--- config.mk ---
export PLATFORM = sky130hd
export DESIGN_NAME = bin_to_bcd_seq
export DESIGN_NICKNAME = d
export VERILOG_FILES = /design/src/rtl/bin_to_bcd_seq.sv
export SDC_FILE = /design/constraint.sdc
export NUM_CORES = 1
export LEC_CHECK = 0
export CAP_MARGIN = 40
export CORE_MARGIN = 8
export CORE_UTILIZATION = 45
export CTS_CLUSTER_DIAMETER = 60
export DETAILED_ROUTE_END_ITERATION = 6
export PLACE_DENSITY = 0.71
export SYNTH_ARGS = -nofsm -noshare
export SYNTH_HDL_FRONTEND = slang
export SYNTH_SLANG_ARGS = --single-unit
--- constraint.sdc ---
create_clock -name clk -period 1.5 [get_ports clk]
set_input_delay 0.3 -clock clk [delete_from_list [all_inputs] [get_ports clk]]
set_output_delay 0.3 -clock clk [all_outputs]
set_load 0.02 [all_outputs]
--- src/rtl/bin_to_bcd_seq.sv ---
// bin_to_bcd_seq: sequential double-dabble binary-to-BCD converter.
// One add-3/shift iteration per clock, start/busy/done handshake.
// Optional feature macro: LEAD_ZERO_BLANK_EN (leading-zero blanking mask on blank;
// when undefined, blank is tied to 0).
module bin_to_bcd_seq #(
    parameter int WIDTH  = 14,
    parameter int DIGITS = 5
) (
    input  logic                clk,
    input  logic                rst_n,
    input  logic                start,
    input  logic [WIDTH-1:0]    bin,
    output logic                busy,
    output logic                done,
    output logic [4*DIGITS-1:0] bcd,
    output logic                ovf,
    output logic [DIGITS-1:0]   blank
);

    localparam int BW    = 4 * DIGITS;
    localparam int TW    = BW + WIDTH;
    localparam int CNT_W = $clog2(WIDTH + 1);

    typedef enum logic {
        IDLE  = 1'b0,
        SHIFT = 1'b1
    } state_t;

    state_t             state_q, state_d;
    logic [CNT_W-1:0]   cnt_q, cnt_d;
    logic [WIDTH-1:0]   bin_work_q, bin_work_d;
    logic [BW-1:0]      bcd_work_q, bcd_work_d;
    logic               sticky_q, sticky_d;
    logic               busy_q, busy_d;
    logic               done_q, done_d;
    logic [BW-1:0]      bcd_q, bcd_d;
    logic               ovf_q, ovf_d;

    logic [BW-1:0]      bcd_adj;
    logic [TW-1:0]      shifted;
    logic               shift_out;

    // Add 3 to every nibble >= 5 so the following shift carries correctly into the next digit.
    function automatic logic [BW-1:0] add3_all(input logic [BW-1:0] v);
        logic [BW-1:0] r;
        r = v;
        for (int i = 0; i < DIGITS; i++) begin
            if (v[4*i +: 4] >= 4'd5) begin
                r[4*i +: 4] = v[4*i +: 4] + 4'd3;
            end
        end
        return r;
    endfunction

    assign bcd_adj   = add3_all(bcd_work_q);
    assign shifted   = {bcd_adj, bin_work_q} << 1;
    // A carry out of the top digit means the result no longer fits in DIGITS digits.
    assign shift_out = bcd_adj[BW-1];

`ifdef LEAD_ZERO_BLANK_EN
    logic [DIGITS-1:0]  blank_q, blank_d;

    // Digit i (i >= 1) is blanked when it and every higher digit are zero; digit 0 always shows.
    function automatic logic [DIGITS-1:0] lead_zero_mask(input logic [BW-1:0] v);
        logic [DIGITS-1:0] m;
        logic              z;
        m = '0;
        z = 1'b1;
        for (int i = DIGITS - 1; i >= 1; i--) begin
            z    = z & (v[4*i +: 4] == 4'd0);
            m[i] = z;
        end
        return m;
    endfunction
`endif

    // Next-state, datapath iteration and result capture for the IDLE/SHIFT FSM.
    always_comb begin
        state_d    = state_q;
        cnt_d      = cnt_q;
        bin_work_d = bin_work_q;
        bcd_work_d = bcd_work_q;
        sticky_d   = sticky_q;
        busy_d     = busy_q;
        done_d     = 1'b0;
        bcd_d      = bcd_q;
        ovf_d      = ovf_q;
`ifdef LEAD_ZERO_BLANK_EN
        blank_d    = blank_q;
`endif
        case (state_q)
            IDLE: begin
                if (start) begin
                    bin_work_d = bin;
                    bcd_work_d = '0;
                    sticky_d   = 1'b0;
                    cnt_d      = CNT_W'(WIDTH);
                    busy_d     = 1'b1;
                    state_d    = SHIFT;
                end
            end
            SHIFT: begin
                bin_work_d = shifted[WIDTH-1:0];
                bcd_work_d = shifted[TW-1:WIDTH];
                sticky_d   = sticky_q | shift_out;
                cnt_d      = cnt_q - CNT_W'(1);
                if (cnt_q == CNT_W'(1)) begin
                    // Last iteration: publish the freshly shifted value, not the stale working copy.
                    bcd_d   = shifted[TW-1:WIDTH];
                    ovf_d   = sticky_q | shift_out;
`ifdef LEAD_ZERO_BLANK_EN
                    blank_d = lead_zero_mask(shifted[TW-1:WIDTH]);
`endif
                    done_d  = 1'b1;
                    busy_d  = 1'b0;
                    state_d = IDLE;
                end
            end
            default: begin
                state_d = IDLE;
                busy_d  = 1'b0;
            end
        endcase
    end

    // State, working and output registers; async reset returns everything to the idle, zeroed state.
    always_ff @(posedge clk or negedge rst_n) begin
        if (!rst_n) begin
            state_q    <= IDLE;
            cnt_q      <= '0;
            bin_work_q <= '0;
            bcd_work_q <= '0;
            sticky_q   <= 1'b0;
            busy_q     <= 1'b0;
            done_q     <= 1'b0;
            bcd_q      <= '0;
            ovf_q      <= 1'b0;
        end else begin
            state_q    <= state_d;
            cnt_q      <= cnt_d;
            bin_work_q <= bin_work_d;
            bcd_work_q <= bcd_work_d;
            sticky_q   <= sticky_d;
            busy_q     <= busy_d;
            done_q     <= done_d;
            bcd_q      <= bcd_d;
            ovf_q      <= ovf_d;
        end
    end

`ifdef LEAD_ZERO_BLANK_EN
    // Blanking mask register, updated together with bcd on the done edge.
    always_ff @(posedge clk or negedge rst_n) begin
        if (!rst_n) begin
            blank_q <= '0;
        end else begin
            blank_q <= blank_d;
        end
    end
    assign blank = blank_q;
`else
    assign blank = '0;
`endif

    assign busy = busy_q;
    assign done = done_q;
    assign bcd  = bcd_q;
    assign ovf  = ovf_q;

endmodule

# Word level (Yosys, flattened, before mapping)
# Index checks and enable logic that the tools add are counted.
# totals
ff_bits	63
input_bits	17
# classes
n_reduce_logical	2
n_eq_ne	3
muxes	21
n_lt_le_gt_ge	5
n_bitwise	2
add_sub_neg	6
# op_table
operator	count
$pmux 20 s2	1
$pmux 14 s2	1
$mux 4	6
$add 4x2->4 const B	5
$ge 4x3->1 const B	5
$mux 20	1
$mux 14	1
$pmux 4 s2	1
$mux 1	7
$pmux 1 s2	3
$eq 4x1->1 const B	1
$reduce_and 2->1	2
$sub 4x1->4 const B	1
$ne 2x1->1 const B	1
$ne 2x2->1 const B	1
$not 1->1	1
$or 1x1->1	1

# Logic depth before layout (Yosys ltp)
# logic_depth
word_depth	4
ltp_mapped	7

# Worst setup path after synthesis
# OpenSTA, ideal clock, no wires.
# synth_path
path_kind	register to register
startpoint	register cnt_q[1]
endpoint	register bcd_q[1], in the netlist bcd[1]
slack_ns	-0.152
stages_incl_launch_ff	7
required_ns	1.375
t_arrival_ns	1.528
setup_ns	0.125
synth_period_minus_slack_ns	1.652
cell_sequence	dfrtp_1 > inv_1 > ha_1 > or4b_1 > buf_6 > inv_6 > mux2_2
# synth_via
elab_chain_cells	2
# synth_lines
element	line	text
from (decl)	30	logic [CNT_W-1:0] cnt_q, cnt_d;
from (signal assigned)	140	cnt_q <= cnt_d;
$eq 4x1->1	107	if (cnt_q == CNT_W'(1)) begin
$reduce_and 2->1 (no line)	--	
to (signal assigned)	136	bcd_q <= '0;
to (signal assigned)	146	bcd_q <= bcd_d;
to (decl)	36	logic [BW-1:0] bcd_q, bcd_d;
# No other way between the ends.
# A chain may end at the register's enable or synchronous reset.

# Worst setup path after layout
# layout_path
startpoint	register cnt_q[1]
endpoint	register bcd_q[2], in the netlist bcd[2]
# Same word-level chain as after synthesis.

==> flow_summary.json <==
{
  "yosys.area_share.simple_pct": 12.2,
  "clkPwrFrac_pct": 16.2,
  "synth_common_cells": "63 x dfrtp_1, 51 x nand2_1, 20 x o21ai_0",
  "powerDensity_mw_per_mm2": 2280,
  "path_class": "reg -> reg",
  "cts-root-buf": "clkbuf_8",
  "wl_per_cell_um": 15.1,
  "grt_max_degree": 42,
  "dpl.hpwl_um": 4310,
  "ir_drop_mv": 1.22,
  "design.portCount": 45,
  "synth_top_family_by_area": "compound AO/OA/AOI/OAI gates",
  "yosysSeqAreaShare_pct": 52.6,
  "cts_buffers": 9,
  "worstSkewPairLatency_ns": 0.34,
  "drive_above_1_share_pct": 28.3,
  "path_max_fanout": 5,
  "drc": 0,
  "final_util_pct": 65.5,
  "yosysTopAreaCellShare_pct": 52.6,
  "drv_cap": 0,
  "drtAntennaViolNets": 0,
  "grt.total_usage_pct": 14.6,
  "violations": "setup timing",
  "cts.clk_slew.worst_paths_ns": 0.07,
  "rsz0062_at_grt": "true",
  "power.switching_uw": 3640,
  "hold_start": "start",
  "synth_cell_types": 27,
  "swShare_pct": 38.2,
  "comb_power_share_pct": 51.7,
  "dr.pass1.iters": 5,
  "syn_area_mm2": 0.00300,
  "synth_edf_count": 0,
  "outcome": "complete, but fails checks",
  "skew_ns": 0.00785,
  "setup_viol": 23,
  "cts_max_level": 3,
  "cp_cell_sequence": "inv_2 > ha_4 > or4b_4 > inv_6 > mux2_4",
  "critPathSlowestCell": "or4b_4",
  "grt_pass1_wl_um": 11500,
  "startpoint_type": "flop",
  "core-area_mm2": 0.00639,
  "finalWorstSetupSlack_ns": -0.135,
  "synth_cells": 298,
  "critPathCaptureType": "flop",
  "rr_startpoint": "cnt_q[1]",
  "antenna_found_initial": 0,
  "syn_avg_cell_area_um2": 10.1,
  "hold_violations": 0,
  "seqPwrFrac_pct": 32.0,
  "n_fill_cell": 520,
  "yosysTopAreaCell": "dfrtp_1",
  "buffer_ports.inserted": 39,
  "hold_depth": 3,
  "cp_slowest_stage_delay_ns": 0.50,
  "r2r_end": "bcd[2]",
  "cp.required_ns": 1.73,
  "slew_violations": 0,
  "design_area_mm2": 0.00418,
  "async_reset_ff_share_pct": 100,
  "cts_tree": "done",
  "grt.overflow.total": 0,
  "synthTopCellsByArea": "dfrtp_1 53%, nand2_1 6.4%, ha_1 5.0%",
  "finalCritPeriodShare_pct": 109,
  "cts_sinks": 63,
  "die-area_mm2": 0.00952,
  "synth_mux_area_share_pct": 7.64,
  "initial_core_util_pct": 46.9,
  "fin_crit_ns": 1.63,
  "reg2reg_depth": 5,
  "nets": 405,
  "place_congestion": 0.814,
  "min_path_type": "in -> reg",
  "crit_arrival_ns": 1.86,
  "wl_um": 6910,
  "first_global_vias": 2474,
  "num_vias": 2384,
  "ys_seq_elements": 63,
  "ys.flop_type": "dfrtp_1",
  "reg2reg_setup_slack_ns": -0.13,
  "clk_path_buf_depth": 2,
  "power.leakage_uw": 0.00196,
  "routed_via_density": 5.21,
  "yosysMostFrequentCell": "dfrtp_1",
  "rows": 29,
  "die_y_um": 97.6,
  "intPower_uw": 5890,
  "ys.warnings.count": 0,
  "yosys.area_share.xor_xnor_pct": 2.05,
  "syn_to_final_growth_pct": 39.6,
  "synthAdderAreaFrac_pct": 5.01,
  "placed_cell_area_mm2": 0.00364,
  "die_w_um": 97.6,
  "diodes": 0,
  "whs_endpoint": "bcd_work_q[0]",
  "drtIter0Drc": 90,
  "synth_compound_area_share_pct": 13.9,
  "fmax_ghz": 0.612
}
[registers in the layout (all words and copies together) (netlist names)]
register    count
done            1
state_q         1
bcd_work_q     20
busy            1
bin_work_q     14
ovf             1
cnt_q           4
sticky_q        1
bcd            20
[cell type report]
cell class / count / area, um^2 / area share, %
clock buffers: 13 / 169 / 4.04
clock inverters: 3 / 40.0 / 0.958
inverters: 14 / 57.6 / 1.38
multi-input cells: 202 / 1480 / 35.3
flip-flops and latches: 63 / 1580 / 37.7
well taps: 77 / 96.3 / 2.30
repair buffers: 86 / 764 / 18.3
[cell families after synthesis]
logic type,after synthesis
other cells,1
compound gates,77
buf+inv,37
flops,63
xor+xnor,7
fa+ha+maj,12
mux,22
simple gates,79
[per-stage QoR]
step / TNS, ns / total power [uW] / hold slack (ns) / cells / worst slack (ns)
floorplan: -0.844 / 5440 / 0.00441 / 302 / -0.152
global placement: -2.85 / 6950 / 0.263 / 428 / -0.134
detailed placement: -4.40 / 7130 / 0.268 / 428 / -0.213
CTS: -1.04 / 8920 / 0.364 / 453 / -0.111
global route: -2.54 / 10200 / 0.378 / 458 / -0.156
finish: -1.50 / 9530 / 0.375 / 458 / -0.135
[metal layers]
layer	up-vias	track usage (%)	wire, um
met5	-	0	0
met4	0	7.46	108
met3	11	4.98	380
met2	57	23.9	3490
met1	1155	16.4	2930
li1	1161	-	-
[critical path: cells and delay by family, from the launching register on]
family / cells / cell delay (ns)
adder cells (fa/ha/maj): 1 / 0.12
buffers and inverters: 2 / 0.20
flip-flops: 1 / 0.40
multiplexers: 1 / 0.30
AND/OR/NAND/NOR: 1 / 0.50
[worst max path at each step]
| stage | startpoint | to | slack (ns) |
|---|---|---|---|
| floorplan | cnt_q[1] | bcd[1] | -0.15 |
| global placement | cnt_q[1] | bcd[2] | -0.13 |
| detailed placement | cnt_q[1] | bcd[15] | -0.21 |
| CTS | cnt_q[1] | bcd[1] | -0.11 |
| global route | cnt_q[1] | bcd[1] | -0.16 |
| finish | cnt_q[1] | bcd[2] | -0.13 |
[layout by cell type (no fill, tap or decap), types with 4 or more instances in the layout]
| master | instances |
|---|---|
| dfrtp_1 | 62 |
| buf_4 | 40 |
| inv_2 | 10 |
| clkdlybuf4s50_1 | 14 |
| a21oi_1 | 14 |
| ha_4 | 6 |
| clkbuf_8 | 12 |
| xnor2_1 | 5 |
| nor2_1 | 4 |
| o21ai_0 | 19 |
| o21ai_1 | 18 |
| mux2_4 | 7 |
| mux2i_1 | 15 |
| nor3b_1 | 10 |
| ha_1 | 4 |
| o22ai_1 | 13 |
| conb_1 | 5 |
| nand2_1 | 49 |
| buf_12 | 4 |
| nor3_1 | 5 |
| nand2b_4 | 4 |
| a21oi_4 | 4 |
| o22ai_2 | 4 |
| dlygate4sd2_1 | 23 |
[power by group through the flow]
stage | clock network [uW] | logic (uW) | registers, uW
finish | 1550 | 4930 | 3060
global route | 1670 | 5400 | 3150
CTS | 1580 | 4360 | 2980
detailed placement | 0 | 4140 | 2990
global placement | 0 | 3990 | 2960
floorplan | 0 | 2210 | 3230
[what timing repair did]
| item | CTS | global route |
|---|---|---|
| endpoints found under the setup margin | 52 | 35 |
| gates resized for setup | 47 | 34 |
| hold endpoints to repair | 15 | 0 |
| hold buffers | 1 | 0 |
| buffers inserted | 9 | 5 |
| pin swaps | 4 | 7 |
Note: power is estimated with default switching activity, not from simulation.
